--- src/rtl/mux8_arbiter.sv ---
// Round-robin arbiter/sequencer for an 8-way shared resource: grants one requester,
// drives the mux select, pulses start, and releases on resp or timeout.
module mux8_arbiter #(
  parameter int unsigned timeout = 255
) (
  input  logic       clk,
  input  logic       rst,
  input  logic [7:0] req,
  input  logic       resp,
  output logic [2:0] sel,
  output logic [7:0] gnt,
  output logic       start,
  output logic [7:0] done,
  output logic       err,
  output logic       busy
);

  localparam int unsigned CntW = (timeout == 0) ? 1 : $clog2(timeout + 1);
  localparam logic [CntW-1:0] CntMax  = CntW'(timeout);
  localparam logic [CntW-1:0] CntLast = CntW'((timeout == 0) ? 0 : timeout - 1);

  typedef enum logic [0:0] {StIdle, StBusy} state_e;

  state_e          r_state;
  logic [2:0]      r_ptr;
  logic [CntW-1:0] r_cnt;
  logic [2:0]      r_sel;
  logic [7:0]      r_gnt;
  logic            r_start;
  logic            r_err;

  logic [15:0] w_req2;
  logic [7:0]  w_rot;
  logic [2:0]  w_off;
  logic [2:0]  w_win;
  logic [7:0]  w_win_oh;
  logic        w_expire;

  // Rotate req so bit 0 is the requester at ptr; the lowest set bit is then the winner.
  assign w_req2 = {req, req};
  assign w_rot  = w_req2[r_ptr +: 8];

  always_comb begin
    w_off = 3'd0;
    for (int k = 7; k >= 0; k--) begin
      if (w_rot[k]) w_off = 3'(k);
    end
  end

  assign w_win    = r_ptr + w_off;
  assign w_win_oh = 8'b1 << w_win;
  assign w_expire = (timeout != 0) && (r_cnt == CntLast);

  always_ff @(posedge clk or posedge rst) begin
    if (rst) begin
      r_state <= StIdle;
      r_ptr   <= 3'd0;
      r_cnt   <= '0;
      r_sel   <= 3'd0;
      r_gnt   <= 8'd0;
      r_start <= 1'b0;
      r_err   <= 1'b0;
    end else begin
      r_start <= 1'b0;
      r_err   <= 1'b0;
      case (r_state)
        StIdle: begin
          if (|req) begin
            r_state <= StBusy;
            r_gnt   <= w_win_oh;
            r_sel   <= w_win;
            r_start <= 1'b1;
            r_cnt   <= '0;
          end else begin
            r_gnt <= 8'd0;
          end
        end
        StBusy: begin
          // resp has priority over a coincident timeout
          if (resp) begin
            r_state <= StIdle;
            r_gnt   <= 8'd0;
            r_ptr   <= r_sel + 3'd1;
          end else if (w_expire) begin
            r_state <= StIdle;
            r_gnt   <= 8'd0;
            r_ptr   <= r_sel + 3'd1;
            r_err   <= 1'b1;
          end else if (r_cnt != CntMax) begin
            r_cnt <= r_cnt + CntW'(1);
          end
        end
        default: r_state <= StIdle;
      endcase
    end
  end

  assign sel   = r_sel;
  assign gnt   = r_gnt;
  assign start = r_start;
  assign err   = r_err;
  assign busy  = (r_state == StBusy);
  assign done  = r_gnt & {8{resp}};

  a_gnt_onehot : assert property (@(posedge clk) disable iff (rst) $onehot0(r_gnt));
  a_start_busy : assert property (@(posedge clk) disable iff (rst) r_start |-> busy);
  a_err_idle   : assert property (@(posedge clk) disable iff (rst) r_err |-> !busy);
  a_gnt_sel    : assert property (@(posedge clk) disable iff (rst) busy |-> (r_gnt == w_sel_oh()));

  function automatic logic [7:0] w_sel_oh();
    return 8'b1 << r_sel;
  endfunction

endmodule

--- config.mk ---
export PLATFORM = sky130hd
export DESIGN_NAME = mux8_arbiter
export DESIGN_NICKNAME = d
export VERILOG_FILES = /design/src/rtl/mux8_arbiter.sv
export SDC_FILE = /design/constraint.sdc
export NUM_CORES = 1
export LEC_CHECK = 0
export CAP_MARGIN = 10
export CORE_ASPECT_RATIO = 1.75
export CORE_MARGIN = 4
export CORE_UTILIZATION = 50
export CTS_BUF_LIST = sky130_fd_sc_hd__clkbuf_8
export CTS_CLUSTER_DIAMETER = 60
export DETAILED_ROUTE_END_ITERATION = 16
export HOLD_SLACK_MARGIN = 0.03
export PLACE_DENSITY = 0.87
export SLEW_MARGIN = 20
export SYNTH_ARGS = -nofsm -noshare
export SYNTH_HDL_FRONTEND = slang
export SYNTH_SLANG_ARGS = --single-unit
--- constraint.sdc ---
create_clock -name clk -period 6.7 [get_ports clk]
set_clock_uncertainty 0.05 [all_clocks]
set_input_delay 0.67 -clock clk [delete_from_list [all_inputs] [get_ports clk]]
set_output_delay 0.67 -clock clk [all_outputs]
set_load 0.03 [all_outputs]
-- Word-level counts from Yosys, hierarchy flattened
Cells that the tools add are included.
- add/sub/neg operators: 3
- multipliers: 0
- divide/modulo/power cells: 0
- magnitude comparators: 0
- eq/ne operators: 7
- shifts and indexed selects: 2
- multiplexer cells: 27
- bitwise operators: 2
- reductions and logical operators: 5
- operators with widths (operator ; number):
    8-bit 2-to-1 mux ; 7
    8-bit case mux with 2 select lines ; 2
    3-bit 2-to-1 mux ; 10
    16-bit by 4-bit indexed part select with 8-bit output ; 1
    8-bit by 1-bit adder with 8-bit output, second input constant ; 1
    8-bit bitwise AND ; 1
    8-bit equality test, second input constant ; 1
    8-bit != test, second input constant ; 1
    8-bit OR reduction ; 1
    1-bit by 3-bit << shifter with 8-bit output, first input constant ; 1
    1-bit 2-to-1 mux ; 7
    2-bit != test, second input constant ; 3
    2-bit AND reduction ; 2
    4-bit AND reduction ; 1
    3-bit by 1-bit adder with 3-bit output, second input constant ; 1
    3-bit adder ; 1
    3-bit by 2-bit != test with 1-bit output, second input constant ; 1
    2-bit by 1-bit != test with 1-bit output, second input constant ; 1
    1-bit case mux with 2 select lines ; 1
    2-bit nonzero test ; 1
    1-bit inverter ; 1
- flip-flop bits (word level): 25
- bits in latches: 0
- memory bits (writable): 0
- ROM bits: 0
- input port bits: 11
- logic and storage cells: 53
- memories: 0

-- Longest topological paths before layout
- depth after elaboration: 13
- mapped depth: 15
- mapped depth without buffers: 12

-- Worst setup path before layout
OpenSTA, ideal clock, no wires.
- path type: input to register
- from: in req[6]
- to: reg r_gnt[0] (netlist: gnt[0])
- arrival time: 3375 ps
- data required time: 6570 ps
- path slack: 3195 ps
- stages on the path: 12
- path buffers: 2
- path through: clkbuf_1 > nor3b_1 > nor4_1 > or4_1 > buf_2 > o21ai_1 > nand2_1 > fa_1 > xnor2_1 > and4_1 > o2111ai_1 > o211ai_2
- longest elaborated chain between the ends: 13
- elaborated cells on any way between the ends: 14
- those cells by class: 1 x add/sub; 2 x shift; 10 x mux; 1 x reduce/logical
- RTL lines (what ; line ; text):
    start: declaration ; 8 ; input logic [7:0] req,
    16-bit by 4-bit indexed part select with 8-bit output ; 41 ; assign w_rot = w_req2[r_ptr +: 8];
    3-bit 2-to-1 mux (8 in series) ; 46 ; if (w_rot[k]) w_off = 3'(k);
    3-bit adder ; 50 ; assign w_win = r_ptr + w_off;
    1-bit by 3-bit << shifter with 8-bit output ; 51 ; assign w_win_oh = 8'b1 << w_win;
    8-bit 2-to-1 mux (*) ; 68 ; if (|req) begin
    8-bit case mux with 2 select lines (*) ; 66 ; case (r_state)
    end signal: assignment ; 70 ; r_gnt <= w_win_oh;
    end: declaration ; 28 ; logic [7:0] r_gnt;
Mark *: on every way between the ends. The rest lies on a longest branch, timed or not.
A chain may end at the register's enable or synchronous reset.

-- Final worst setup path
- from: reg r_ptr[1]
- to: reg r_gnt[1] (netlist: gnt[1])
- longest elaborated chain between the ends: 13
- RTL lines (what ; line ; text):
    start: declaration ; 25 ; logic [2:0] r_ptr;
    start signal: assignment ; 83 ; r_ptr <= r_sel + 3'd1;
    start signal: assignment ; 87 ; r_ptr <= r_sel + 3'd1;
    16-bit by 4-bit indexed part select with 8-bit output ; 41 ;
    3-bit 2-to-1 mux (8 in series) ; 46 ;
    3-bit adder (*) ; 50 ;
    1-bit by 3-bit << shifter with 8-bit output (*) ; 51 ;
    8-bit 2-to-1 mux (*) ; 68 ;
    8-bit case mux with 2 select lines (*) ; 66 ;
Marks and branches as above.

==> results.md <==
- Die W: approximately 57 µm
- Most used flip-flop cell after synthesis: dfrtp_1
- Antenna violations before repair: 0
- DR iter-0 viols: around 110
- Aggregate global routing overflow: 0
- # H-tree levels: 1
- Standard-cell row count: 31
- Synth-to-layout area growth: 15.2%
- Mean post-synth cell area: ~8.4 µm²
- Power density cells: 472 nW/µm²
- Total length of routed wires: 5250 µm
- Clock Root Buffer: clkbuf_8
- CP bufs+invs: 0
- Sequential cell area fraction in the yosys report: 0.294
- Final slew viol count: 0
- CP Data Required Time: 6850 ps
- Crit share post-route: 0.621
- Placer congestion estimate: ~0.89
- Worst-path cell chain: nor3b_2 -> nor3_1 -> or4_1 -> o21ai_1 -> nand2_1 -> fa_1 -> xnor2_1 -> and4_1 -> o2111ai_1 -> o211ai_2
- Maximum cell stage delay along the critical path: 1000 ps
- Max Buffers Root-to-Sink: 2
- Vias: ~2000
- Detailed placer's ending HPWL: 3730 µm
- Top Ports: 33
- Distinct cell type count of the synthesized netlist: 47
- Resize count post-CTS: 0
- Gr usage total: 0.205
- WHS: approximately 480 ps
- Number of warnings issued by yosys: 0
- Family with the most delay on the worst path: simple AND/OR/NAND/NOR gates
- Number of instances in the synthesized netlist: around 250
- Cell area after technology mapping: 2130 µm²
- Hold bufs inserted after CTS: 0
- Clock-pin slew reported for the worst setup and hold paths after clock tree synthesis: 90 ps
- Max frequency: ~240 MHz
- Vias in the first global route: 2034
- Per-cell routed wire length: between 15 and 20 µm
- Largest net degree at the start of global routing: 34
- Remaining antenna violation count: 0
- Worst slew margin: 0.341
- Count of flip-flops with a built-in enable after synthesis: 0
- First-pass GRT wire length: around 9000 µm
- Top area cells in the synthesized netlist: dfrtp_1, nor3_1, o211ai_2
- Leading cell types in the layout, fill and taps excluded: clkdlybuf4s50_1, nand2_1, dfrtp_1
- Kind of launch point of the worst setup path: register
- Max IR drop VDD: about 0.35 mV
- TritonRoute pass-1 iters: 4
- Max Fanout on Critical Path: 33
- Outcome: completed
- Layout cells sized above 1: 0.0926
- Vertical extent of the die: 94.3 µm
- Final count of negative-setup-slack endpoints: 0
- RSZ-0062 raised after global routing: no
- Final Hold Vio Count: 0
- Port Buffers: 32
- Most area-hungry cell type in the Yosys netlist: dfrtp_1
- Critical path's slowest cell: dfrtp_1
- CTS sink cnt: 25
- Net count after synthesis: 269
- Share of synthesized flip-flops with an asynchronous set or reset: 1.00
- Number of inserted filler cells in the final layout: 385
- Crit Path Category: register to register
- Worst Hold Class: register to register
- Net count of the finished layout: between 200 and 300
- Die Area: 5410 µm²
- Core area: roughly 4100 µm²
- Post-layout min period: ~4200 ps
- Ant diodes: 0
- Clock tree from TritonCTS: done
- # Max-Cap Violations: 0
- Worst setup EP type: register
- #FFs+latches synth: 25
- Leading cell type in the layout, fill and taps excluded: clkdlybuf4s50_1
- Vias per std cell: 6.38
- Clk_lat worst skew: roughly 270 ps
- Final setup TNS: 0 ps
- Effective utilization at floorplan: 0.518
- DRC: 0
- Worst EP arrival: ~4300 ps
- Top-area cell type share of the netlist area: 0.294
- Inserted Clock Buffers: 3
- Post CTS Setup Buffer Count: 0
- LEAKAGE: 0.967 nW
- Actual transition at the worst max-transition pin: slightly below 1000 ps
-- kinds of logic after synthesis --
kind of cell / share of synthesized area
simple gates: 0.334
compound gates: 0.183
buf+inv: 0.0781
flops: 0.294
xor+xnor: 0.0329
mux: 0.0452
fa+ha+maj: 0.0329
-- metal layers --
metal,wire [µm],track usage,up-vias
li1,-,-,960
met4,226,0.112,0
met3,203,0.0219,22
met1,2020,0.239,982
met2,2800,0.360,71
met5,0,0,-
-- worst min-delay path: cells and delay by family (launching register included) --
kind | cells | cell delay [ps]
AO/OA/AOI/OAI | 1 | 50
flip-flops | 1 | 380
AND/OR/NAND/NOR | 1 | 70
-- registers in the layout (all words and copies together) (netlist names) --
signal / cells
busy: 1
err: 1
gnt: 8
r_cnt: 8
r_ptr: 3
sel: 3
start: 1
-- area by class of cell --
cell class,instances,area [µm²],area share
clock inverters,1,7.51,0.00306
flip-flops and latches,25,626,0.255
multi-input cells,196,1340,0.545
inverters,10,37.5,0.0153
clock buffers,3,41.3,0.0168
repair buffers,35,343,0.140
well taps,49,61.3,0.0250
-- synthesized netlist by cell type (all sizes together) (2+ instances only) --
cell,instances
nor4,11
nor3,26
mux2i,4
nor2,16
clkbuf,11
a211oi,3
o2111ai,9
and4,4
xor2,3
nor2b,6
nand4,4
or3,2
o311ai,2
mux4,2
and2,8
and3,2
inv,10
o21ai,10
ha,4
a21oi,5
buf,11
nand3,3
dfrtp,25
nor3b,8
xnor2,5
nand2,27
or4,2
nand2b,8
o211ai,10
-- worst paths after layout --
kind                           from       end  slack [ps]  depth (start not counted)
min in group asynchronous       rst    gnt[4]         850                          2
max                        r_ptr[1]    gnt[1]        2540                         10
max reg2reg                r_ptr[1]    gnt[1]        2540                         10
max in group asynchronous       rst  r_ptr[1]        5180                          2
min                          gnt[6]    gnt[6]         480                          2
min reg2reg                  gnt[6]    gnt[6]         480                          2
-- per-stage QoR --
| stage | instances | setup WS, ps | util | area (µm²) | power [W] |
|---|---|---|---|---|---|
| after floorplan | 253 | 3190 | - | 2130 | 0.000878 |
| after global placement | 315 | 2440 | 0.585 | 2400 | 0.00103 |
| after detailed placement | 315 | 2350 | 0.585 | 2400 | 0.00104 |
| after CTS | 319 | 2600 | 0.597 | 2450 | 0.00115 |
| after global routing | 319 | 2210 | 0.597 | 2450 | 0.00125 |
| final | 319 | 2540 | 0.597 | 2450 | 0.00116 |
-- where the power goes --
part	leakage, nW	internal [W]	switching [W]	total (W)
logic	0.617	0.000295	0.000499	0.000794
clock network	0.0217	0.0000422	0.0000493	0.0000916
registers	0.329	0.000191	0.0000820	0.000273
total	0.967	0.000528	0.000630	0.00116
No activity file was read; power rests on OpenSTA's default activity.
